[config.mk]
export PLATFORM = sky130hd
export DESIGN_NAME = updown_counter_param
export DESIGN_NICKNAME = d
export VERILOG_FILES = /design/src/rtl/updown_counter_pkg.sv /design/src/rtl/updown_counter_param_prescaler.sv /design/src/rtl/updown_counter_param.sv
export SDC_FILE = /design/constraint.sdc
export NUM_CORES = 1
export LEC_CHECK = 0
export ABC_AREA = 0
export BUFFER_PORTS_ARGS = -buffer_cell sky130_fd_sc_hd__buf_2
export CAP_MARGIN = 20
export CORE_AREA = 4 4 41 43
export CTS_CLUSTER_DIAMETER = 30
export DETAILED_ROUTE_END_ITERATION = 10
export DIE_AREA = 0 0 45 47
export GPL_TIMING_DRIVEN = 0
export PLACE_DENSITY = 0.67
export SKIP_CTS_REPAIR_TIMING = 1
export SYNTH_ARGS = -nofsm -noshare
export SYNTH_HDL_FRONTEND = slang
export SYNTH_HIERARCHICAL = 1
export SYNTH_SLANG_ARGS = --single-unit
[constraint.sdc]
create_clock -name clk -period 2.11 [get_ports clk]
set_clock_uncertainty 0.05 [all_clocks]
set_input_delay 0.422 -clock clk [delete_from_list [all_inputs] [get_ports clk]]
set_output_delay 0.422 -clock clk [all_outputs]
set_load 0.01 [all_outputs]
[src/rtl/updown_counter_pkg.sv]
// Shared encodings for the parametrised up/down counter: direction and
// boundary-mode select values, plus the per-edge action type.
package updown_counter_pkg;

  localparam logic MODE_UP   = 1'b1;
  localparam logic MODE_DOWN = 1'b0;

  localparam logic SAT_ON    = 1'b1;
  localparam logic SAT_WRAP  = 1'b0;

  // What the counter does on a given clock edge, after reset is excluded.
  typedef enum logic [1:0] {
    STEP_HOLD  = 2'd0,
    STEP_LOAD  = 2'd1,
    STEP_COUNT = 2'd2
  } step_e;

endpackage

[src/rtl/updown_counter_param_prescaler.sv]
// Prescaler for updown_counter_param; only compiled when UDC_PRESCALER_EN is
// defined. Emits a tick on every PRESCALE-th enabled cycle.
`ifdef UDC_PRESCALER_EN
module udc_prescaler #(
  parameter int PRESCALE = 1
) (
  input  logic clk,
  input  logic rst,
  input  logic clear,
  input  logic en_in,
  output logic tick_out
);

  localparam int CW = (PRESCALE > 1) ? $clog2(PRESCALE) : 1;
  localparam logic [CW-1:0] LAST = CW'(PRESCALE - 1);

  logic [CW-1:0] count_q;
  logic [CW-1:0] count_d;

  // clear (parallel load in the parent) restarts the divide sequence
  always_comb begin
    count_d = count_q;
    if (clear) begin
      count_d = '0;
    end else if (en_in) begin
      count_d = (count_q == LAST) ? '0 : count_q + 1'b1;
    end
  end

  always_ff @(posedge clk) begin
    if (rst) begin
      count_q <= '0;
    end else begin
      count_q <= count_d;
    end
  end

  assign tick_out = en_in && (count_q == LAST);

endmodule
`endif

[src/rtl/updown_counter_param.sv]
// Parametrised up/down counter with load, wrap/saturate select, boundary pulse
// and sticky flag. Optional prescaler enabled by defining UDC_PRESCALER_EN.
module updown_counter_param
  import updown_counter_pkg::*;
#(
  parameter int WIDTH    = 4,
  parameter int MAX_VAL  = 2**WIDTH - 1,
  parameter int PRESCALE = 1
) (
  input  logic             clk,
  input  logic             rst,
  input  logic             en,
  input  logic             mode,
  input  logic             sat,
  input  logic             load,
  input  logic [WIDTH-1:0] load_val,
  input  logic             clr_flag,
  output logic [WIDTH-1:0] out,
  output logic             bnd,
  output logic             ovf_flag
);

  localparam logic [WIDTH:0]   MAX_EXT = (WIDTH+1)'(MAX_VAL);
  localparam logic [WIDTH-1:0] MAX_OUT = WIDTH'(MAX_VAL);

  if (WIDTH < 1 || MAX_VAL < 1 || MAX_VAL > 2**WIDTH - 1 || PRESCALE < 1) begin : gBadParams
    $error("updown_counter_param: illegal WIDTH/MAX_VAL/PRESCALE combination");
  end

  logic [WIDTH-1:0] count_q;
  logic [WIDTH-1:0] count_d;
  logic             bnd_q;
  logic             bnd_d;
  logic             flag_q;
  logic             flag_d;

  logic             countTick;
  logic [WIDTH:0]   countExt;
  logic [WIDTH:0]   loadExt;
  logic [WIDTH:0]   upExt;
  logic [WIDTH:0]   downExt;
  logic             atMax;
  logic             atZero;
  logic             boundary;
  step_e            step;

`ifdef UDC_PRESCALER_EN
  udc_prescaler #(
    .PRESCALE (PRESCALE)
  ) uPrescaler (
    .clk      (clk),
    .rst      (rst),
    .clear    (load),
    .en_in    (en),
    .tick_out (countTick)
  );
`else
  assign countTick = en;
`endif

  // Limit checks use MAX_VAL so non-power-of-two moduli wrap correctly
  assign countExt = {1'b0, count_q};
  assign loadExt  = {1'b0, load_val};
  assign upExt    = countExt + 1'b1;
  assign downExt  = countExt - 1'b1;
  assign atMax    = (countExt == MAX_EXT);
  assign atZero   = (countExt == '0);

  always_comb begin
    step = STEP_HOLD;
    if (load) begin
      step = STEP_LOAD;
    end else if (countTick) begin
      step = STEP_COUNT;
    end
  end

  always_comb begin
    count_d  = count_q;
    boundary = 1'b0;
    unique case (step)
      STEP_LOAD: begin
        count_d = (loadExt > MAX_EXT) ? MAX_OUT : load_val;
      end
      STEP_COUNT: begin
        unique case (mode)
          MODE_UP: begin
            if (atMax) begin
              boundary = 1'b1;
              count_d  = (sat == SAT_WRAP) ? '0 : MAX_OUT;
            end else begin
              count_d  = WIDTH'(upExt);
            end
          end
          MODE_DOWN: begin
            if (atZero) begin
              boundary = 1'b1;
              count_d  = (sat == SAT_ON) ? '0 : MAX_OUT;
            end else begin
              count_d  = WIDTH'(downExt);
            end
          end
          default: count_d = count_q;
        endcase
      end
      default: count_d = count_q;
    endcase
  end

  // A boundary event beats a coincident clr_flag
  always_comb begin
    bnd_d  = boundary;
    flag_d = boundary | (flag_q & ~clr_flag);
  end

  always_ff @(posedge clk) begin
    if (rst) begin
      count_q <= '0;
      bnd_q   <= 1'b0;
      flag_q  <= 1'b0;
    end else begin
      count_q <= count_d;
      bnd_q   <= bnd_d;
      flag_q  <= flag_d;
    end
  end

  assign out      = count_q;
  assign bnd      = bnd_q;
  assign ovf_flag = flag_q;

endmodule

# Yosys cells after proc, flatten, opt, wreduce, memory -nomap -nowiden
# Cells that the tools add are included.
# classes
addsub	2
order_cmp	1
eq_ne	3
muxes	13
bitwise	4
reduce_logical	2
# op_table
operator	n
4-bit 2-to-1 mux	5
4-bit one-hot mux with 2 select lines	2
5-bit logical NOT	1
4-bit by 1-bit adder with 4-bit output, second input constant	1
4-bit equality test, second input constant	1
4-bit greater-than comparator, second input constant	1
2-bit 2-to-1 mux	2
4-bit by 1-bit subtractor with 4-bit output, second input constant	1
1-bit 2-to-1 mux	3
2-bit by 1-bit equality test with 1-bit output, second input constant	1
2-bit equality test, second input constant	1
1-bit NOT	2
1-bit one-hot mux with 2 select lines	1
2-bit nonzero test	1
1-bit bitwise AND	1
1-bit bitwise OR	1
# word_totals
ff_bits	6
inputBits	11
output_inout_bits	6

# Longest topological paths before layout
# Gate-level depths: netlist (run 1).
# depth
ltp_word	5
depth_mapped	6
ltp_nobuf	6

# Worst setup path before layout (run 1)
# OpenSTA, ideal clock, no wires.
# synth_timing
path_type	register to register
start	register count_q[0] (netlist: out[0])
end	register count_q[2] (netlist: out[2])
t_arrival_ps	1521
slack_ps	399
path_stages_with_launch	7
path_buffers	0
period_less_slack_ps	1711
cell_sequence	dfxtp_1 > inv_1 > ha_1 > or3b_1 > a22oi_1 > a2111oi_1 > a2111oi_2
# synth_between
elab_chain_cells	4
elab_cells_between_ends	8
classes_between	add/sub (2); eq/ne (1); mux (4); reduce/logical (1)
# synth_rtl
element	line	source
start: declaration	updown_counter_param.sv:30	logic [WIDTH-1:0] count_q;
start signal: assignment	updown_counter_param.sv:122	count_q <= count_d;
4-bit by 1-bit subtractor with 4-bit output (tied with other cells)	updown_counter_param.sv:65	assign downExt = countExt - 1'b1;
4-bit 2-to-1 mux, on equally long branches	updown_counter_param.sv:96, updown_counter_param.sv:88	
4-bit one-hot mux with 2 select lines *	updown_counter_param.sv:86	unique case (mode)
4-bit one-hot mux with 2 select lines *	updown_counter_param.sv:81	unique case (step)
# Every way passes the cells marked *; elsewhere a longest branch is shown, timed or not.
# A chain may end at the register's enable or synchronous reset.

# Final worst setup path (run 1)
# layout_timing
start	register count_q[0] (netlist: out[0])
end	register count_q[0] (netlist: out[0])
# Same word-level chain as after synthesis.

==> results.cfg, run 1 <==
[final_layout]
syn_to_final_growth_pct = 21.7
n_antenna_cell = 0
n_fill_cell = 141
drive_gt1_frac = 0.310
nets = 99

[synth]
netlist_instances = 67
syn_area_sq_um = 513
synth_edf_count = 0
async_flop_share = 0
postSynthAreaPerCell_sq_um = 7.66
synth_seq_cells = 6
synth_cell_types = 30
synth_nets = 80
synth-main-ff-cell = dfxtp_1
seq_area_frac_synth = 0.234
yosysWarnings = 6

[flow_run]
maxCapViolCount = 0

[placed_design]
place.gp.congestion = 0.757
io_buffer_count = 14
hpwl_microns = 922
pre_cts_ws_ns = 0.238

[route]
wl_per_cell_microns = 11.6
wirelength_mm = 1.15
viasPerCell = 5.36
antenna_left = 0
drc = 0
num_vias = 531
dr.pass1.iters = 4
drt-initial-drc-count = 15

[critical_path]
crit_cells = 6
crit_fanout = 9
path_class = flip-flop to flip-flop
crit_required_ns = 2.17
cp_slowest_cell = a2111oi_0
worstPathArrival_ns = 1.94
reg2reg_depth = 6
critPathBufInv = 1
startpoint_type = flip-flop
critPathCaptureType = flip-flop
crit_path_frequent_cell = o22ai_1
critical_path.top_delay_family = compound AO/OA/AOI/OAI gates
max_stage_delay_ns = 0.41
path_cells = inv_1, ha_1, nor3b_2, o22ai_1, a2111oi_0, o22ai_1

[timing]
tightestPinTransition_ns = 0.446
fin_crit_sh = 0.889
final-hold-violation-count = 0
finalSetupViolations = 0
fin_crit_ns = 1.88
max_freq_mhz = 533
maxSlewViolCount = 0
max_slew_margin = 0.702
setup_slack_ns = 0.234
rsz0062_at_grt = false
fin_tns_setup_ns = 0

[status]
status = finished clean

[power_and_ir_drop]
powerDensity_nw_per_um2 = 557
p_comb_frac = 0.319
intPower_uw = 238
ir_drop_mv = 0.245
p_switching_uw = 110
p_leak_nw = 0.292
swShare = 0.315
p_seq_frac = 0.377
p_clk_frac = 0.304

[global_route]
grt_overflow = 0
grt_pass1_vias = 469
grt_pass1_wl_mm = 1.90
grt_util_all_layers = 0.123
grt_max_degree = 11
antenna_found_initial = 0

[cts]
cts-root-buf = clkbuf_4
clk_pin_slew_ns = 0.05
clk_path_buf_depth = 2
clk_latency_ns = 0.24
numCtsBuffers = 3
htreeDepth = 1
clock_sinks = 6
cts_tree = done

[die]
die_x_microns = 45
core_sq_um = 1300
fp.dieArea_sq_um = 2120
start_util = 0.394
num_rows = 13
fp.dieH_microns = 47
io_pins = 17

[min_path]
hp-class = input pin to flip-flop
hold_depth = 3
==> worst min-delay path: cells and delay by family <==
family | cells | cell delay (ns)
AO/OA/AOI/OAI | 1 | 0.06
buffers and inverters | 2 | 0.14
==> through the flow <==
step	util	power, mW	std cells	hold WS, ns	cell area (sq um)
2_1_floorplan	-	0.212	67	0.447	513
3_3_place_gp	0.463	0.242	96	0.380	602
3_5_place_dp	0.463	0.244	96	0.387	602
4_1_cts	0.480	0.352	99	0.385	624
5_1_grt	0.480	0.376	99	0.392	624
6_report	0.480	0.348	99	0.391	624
==> layout by cell type, fill, tap and decap left out, types with 2 or more instances in the layout <==
master     n
mux2i_1    2
inv_1      5
a21o_1     2
nor3_1     3
o21ai_0    2
mux2_2     2
a21oi_1    7
nand2b_1   2
nand2_1    6
ha_1       2
clkbuf_4   3
nor2_1     3
buf_2     17
o22ai_1    3
dfxtp_1    6
nand3_1    4
==> state kept, by name, summed over array words and instances, names as in the netlist <==
register / count
bnd: 1
out: 4
ovf_flag: 1
==> layout make-up <==
| type | count | area (sq um) | share of cell area |
|---|---|---|---|
| tap | 15 | 18.8 | 0.0301 |
| timing repair buffer | 14 | 70.1 | 0.112 |
| sequential | 6 | 120 | 0.192 |
| multi-input combinational | 51 | 340 | 0.545 |
| buffer | 5 | 33.8 | 0.0541 |
| inverter | 5 | 18.8 | 0.0301 |
| clock buffer | 3 | 22.5 | 0.0361 |
==> metal layers <==
metal	routed length (microns)	track usage	share of wire
met1	524	0.148	0.46
met2	547	0.195	0.48
met3	64	0.0383	0.056
met4	9	0.0702	0.0079
met5	0	0	0
==> synth_stat cells, types with 2 or more instances <==
master	count	area, sq um
mux2_2	2	22.5
inv_1	5	18.8
a21o_1	2	15.0
nand2_1	6	22.5
ha_1	2	25.0
nand3_1	4	20.0
dfxtp_1	6	120
nor3_1	3	15.0
nor2_1	3	11.3
o22ai_1	3	18.8
buf_2	3	15.0
a21oi_1	7	35.0
nand2b_1	2	12.5
o21ai_0	2	10.0
mux2i_1	2	20.0
==> worst paths after layout <==
kind	startpoint	end	slack (ns)
hold reg to reg	ovf_flag	ovf_flag	0.39
setup / recovery	out[0]	out[0]	0.23
setup reg to reg	out[0]	out[0]	0.23
hold / removal	load_val[2]	out[2]	0.39
==> cells by family (layout without fill, tap and decap cells) <==
group	Yosys count	in the layout	share of synthesized area
buffers and inverters	10	27	0.102
AO/OA/AOI/OAI	21	21	0.273
flip-flops	6	6	0.234
multiplexers	4	4	0.0829
adder cells (fa/ha/maj)	2	2	0.0488
AND/OR/NAND/NOR	24	24	0.259
==> power groups by stage <==
stage / Sequential, mW / Combinational (mW) / Clock, mW
floorplan: 0.135 / 0.0767 / 0
global placement: 0.133 / 0.109 / 0
detailed placement: 0.133 / 0.111 / 0
CTS: 0.131 / 0.112 / 0.110
global route: 0.132 / 0.124 / 0.119
finish: 0.131 / 0.111 / 0.106
No activity file was read; power rests on OpenSTA's default activity.
==> run 2, diff against run 1 <==
Settings changed: RECOVER_POWER set to 25.
==> results.cfg, run 2 (synthesis results as in run 1) <==
[cts]
clk_path_buf_depth = 2
numCtsBuffers = 3
clk_latency_ns = 0.24
htreeDepth = 1
cts_tree = done
clock_sinks = 6
clk_pin_slew_ns = 0.05
cts-root-buf = clkbuf_4

[critical_path]
reg2reg_depth = 6
path_cells = inv_1, ha_1, nor3b_2, o22ai_1, a2111oi_0, o22ai_1
cp_slowest_cell = a2111oi_0
crit_required_ns = 2.17
startpoint_type = flip-flop
path_class = flip-flop to flip-flop
critPathCaptureType = flip-flop
r2r_slack_ns = 0.23
crit_fanout = 9
reg2reg_to = out[0]
worstPathArrival_ns = 1.94
timing.rr.start = out[0]
max_stage_delay_ns = 0.41
crit_path_frequent_cell = o22ai_1

[timing]
tightestPinTransition_ns = 0.446
rsz0062_at_grt = false
final-hold-violation-count = 0
maxSlewViolCount = 0
finalSetupViolations = 0
max_slew_margin = 0.702
fin_crit_sh = 0.889
fin_tns_setup_ns = 0
max_freq_mhz = 533
fin_crit_ns = 1.88

[route]
wirelength_mm = 1.14
antenna_left = 0
wl_per_cell_microns = 11.5
drt-initial-drc-count = 15
num_vias = 528
drc = 0
viasPerCell = 5.33
dr.pass1.iters = 4

[final_layout]
layout_commonest_cell = buf_2
final_cell_mix = buf_2, a21oi_1, nand2_1, dfxtp_1, inv_1
n_antenna_cell = 0
drive_gt1_frac = 0.274
syn_to_final_growth_pct = 21.0
n_fill_cell = 142
largest_register_ffs = 4
post-route-util = 0.477
nets = 99

[die]
fp.dieArea_sq_um = 2120
start_util = 0.394
die_x_microns = 45
fp.dieH_microns = 47
num_rows = 13
io_pins = 17
core_sq_um = 1300

[global_route]
grt_pass1_vias = 469
grt_overflow = 0
grt_max_degree = 11
antenna_found_initial = 0
grt_util_all_layers = 0.123
grt_pass1_wl_mm = 1.90

[power_and_ir_drop]
powerDensity_nw_per_um2 = 560
p_leak_nw = 0.280
ir_drop_mv = 0.245

[min_path]
hp-start = load_val[2]
hp-class = input pin to flip-flop
hold_depth = 3
holdPathEnd = out[2]

[placed_design]
io_buffer_count = 14
hpwl_microns = 922
place.gp.congestion = 0.757

[status]
status = finished clean

[flow_run]
maxCapViolCount = 0
[run 2: report_power, final]
group | switching [mW] | internal [mW] | leakage, nW
logic | 0.0585 | 0.0520 | 0.217
registers | 0.00975 | 0.121 | 0.0494
clock network | 0.0414 | 0.0644 | 0.0138
[run 2: layer usage]
layer / vias to the layer above / track usage / wire length, microns
li1: 284 / - / -
met1: 224 / 0.148 / 523
met2: 18 / 0.195 / 546
met3: 2 / 0.0383 / 64
met4: 0 / 0.0702 / 9
met5: - / 0 / 0
[run 2: how the worst max path moves through the flow]
| stage | slack [ns] | from | cells past startpoint | endpoint |
|---|---|---|---|---|
| global placement | 0.21 | out[0] | 6 | out[0] |
| global route | 0.08 | out[0] | 6 | out[0] |
| CTS | 0.22 | out[0] | 6 | out[0] |
| floorplan | 0.40 | out[0] | 6 | out[2] |
| detailed placement | 0.24 | out[0] | 6 | out[0] |
| finish | 0.23 | out[0] | 6 | out[0] |
[run 2: final cells by class]
class                      count  area (sq um)  share of cell area
multi-input combinational     51           340               0.548
sequential                     6           120               0.194
timing repair buffer          14          66.3               0.107
buffer                         5          33.8              0.0544
clock buffer                   3          22.5              0.0363
inverter                       5          18.8              0.0302
tap                           15          18.8              0.0302
[run 2: metrics by stage]
step	hold slack, ns	setup slack (ns)	cells	total power [mW]	cell area [sq um]
6_report	0.391	0.235	99	0.347	621
2_1_floorplan	0.447	0.399	67	0.212	513
5_1_grt	0.392	0.0837	99	0.375	621
4_1_cts	0.385	0.216	99	0.352	624
3_3_place_gp	0.380	0.210	96	0.242	602
3_5_place_dp	0.387	0.238	96	0.244	602
[run 2: worst max-delay path, delay by kind of cell, from the launching register on]
kind | cells | cell delay, ns
compound gates | 3 | 0.67
fa+ha+maj | 1 | 0.24
simple gates | 1 | 0.29
buf+inv | 1 | 0.11
flops | 1 | 0.38
==> run 3, diff against run 2 <==
Settings changed: PLACE_DENSITY 0.67 to 0.75.
==> results.cfg, run 3 (synthesis results as in run 1) <==
[placed_design]
dpl_cell_area_sq_um = 602
hpwl_microns = 932
io_buffer_count = 14
place.gp.congestion = 0.795
place_inst = 96

[timing]
max_slew_margin = 0.703
tightestPinTransition_ns = 0.445
maxSlewViolCount = 0
fin_crit_sh = 0.896
final-hold-violation-count = 0
fin_tns_setup_ns = 0
fin_hold_ws_ns = 0.396
fin_crit_ns = 1.89
finalSetupViolations = 0
max_freq_mhz = 529
rsz0062_at_grt = false

[global_route]
antenna_found_initial = 0
grt_overflow = 0
grt_max_degree = 11
grt_pass1_vias = 492
grt_pass1_wl_mm = 2.17
grt_util_all_layers = 0.139

[cts]
numCtsBuffers = 3
clk_path_buf_depth = 2
clock_sinks = 6
clk_pin_slew_ns = 0.05
cts_tree = done
cts-root-buf = clkbuf_4
htreeDepth = 1
clk_latency_ns = 0.24

[critical_path]
max_stage_delay_ns = 0.40
startpoint_type = flip-flop
worstPathArrival_ns = 1.96
path_cells = inv_1, ha_1, nor3b_2, o22ai_1, a2111oi_0, o22ai_1
crit_path_frequent_cell = o22ai_1
crit_fanout = 9
path_class = flip-flop to flip-flop
cp_slowest_cell = a2111oi_0
critPathCaptureType = flip-flop
crit_required_ns = 2.17

[die]
core_sq_um = 1300
die_x_microns = 45
fp.dieArea_sq_um = 2120
fp.dieH_microns = 47
start_util = 0.394
io_pins = 17
num_rows = 13

[status]
status = finished clean

[route]
antenna_left = 0
wirelength_mm = 1.24
dr.pass1.iters = 4
drt-initial-drc-count = 23
num_vias = 565
drc = 0
wl_per_cell_microns = 12.6
viasPerCell = 5.71

[final_layout]
instances_no_fill = 99
largest_register_ffs = 4
layout_commonest_cell = buf_2
n_fill_cell = 131
final_cell_mix = buf_2, a21oi_1, nand2_1, dfxtp_1, inv_1
n_antenna_cell = 0
syn_to_final_growth_pct = 21.0
design_area_sq_um = 621
nets = 99
drive_gt1_frac = 0.274

[flow_run]
maxCapViolCount = 0

[min_path]
hp-class = input pin to flip-flop

[power_and_ir_drop]
totalPowerFinal_uw = 348
powerDensity_nw_per_um2 = 560
ir_drop_mv = 0.370
p_leak_nw = 0.280
[run 3: metrics by stage]
stage / util / setup WS, ns
6_report: 0.477 / 0.219
5_1_grt: 0.477 / 0.0116
2_1_floorplan: - / 0.399
3_5_place_dp: 0.463 / 0.246
3_3_place_gp: 0.463 / 0.245
4_1_cts: 0.480 / 0.233
[run 3: worst paths after layout]
check / cells after the start / to / start / slack (ns)
max: 6 / out[0] / out[0] / 0.22
min: 3 / out[2] / load_val[2] / 0.40
max reg2reg: 6 / out[0] / out[0] / 0.22
min reg2reg: 1 / ovf_flag / ovf_flag / 0.40
[run 3: report_power, final]
part	internal, mW	switching (mW)
clock network	0.0643	0.0401
registers	0.121	0.00985
logic	0.0520	0.0599
[run 3: final cells by class]
| class | instances | area [sq um] | area share |
|---|---|---|---|
| Inverter | 5 | 18.8 | 0.0302 |
| Timing Repair Buffer | 14 | 66.3 | 0.107 |
| Multi-Input combinational cell | 51 | 340 | 0.548 |
| Tap cell | 15 | 18.8 | 0.0302 |
| Buffer | 5 | 33.8 | 0.0544 |
| Sequential cell | 6 | 120 | 0.194 |
| Clock buffer | 3 | 22.5 | 0.0363 |
[run 3: routing by layer]
layer  part of all wire  up-vias  GRT usage
met5                  0        -          0
met4             0.0080        0      0.105
met3              0.043        2     0.0153
met2               0.50       15      0.234
met1               0.45      266      0.162
li1                   -      282          -
[run 3: worst max-delay path: cells and delay by family (launching register included)]
kind            cells  cell delay (ns)
compound gates      3             0.67
flops               1             0.38
simple gates        1             0.29
fa+ha+maj           1             0.26
buf+inv             1             0.11
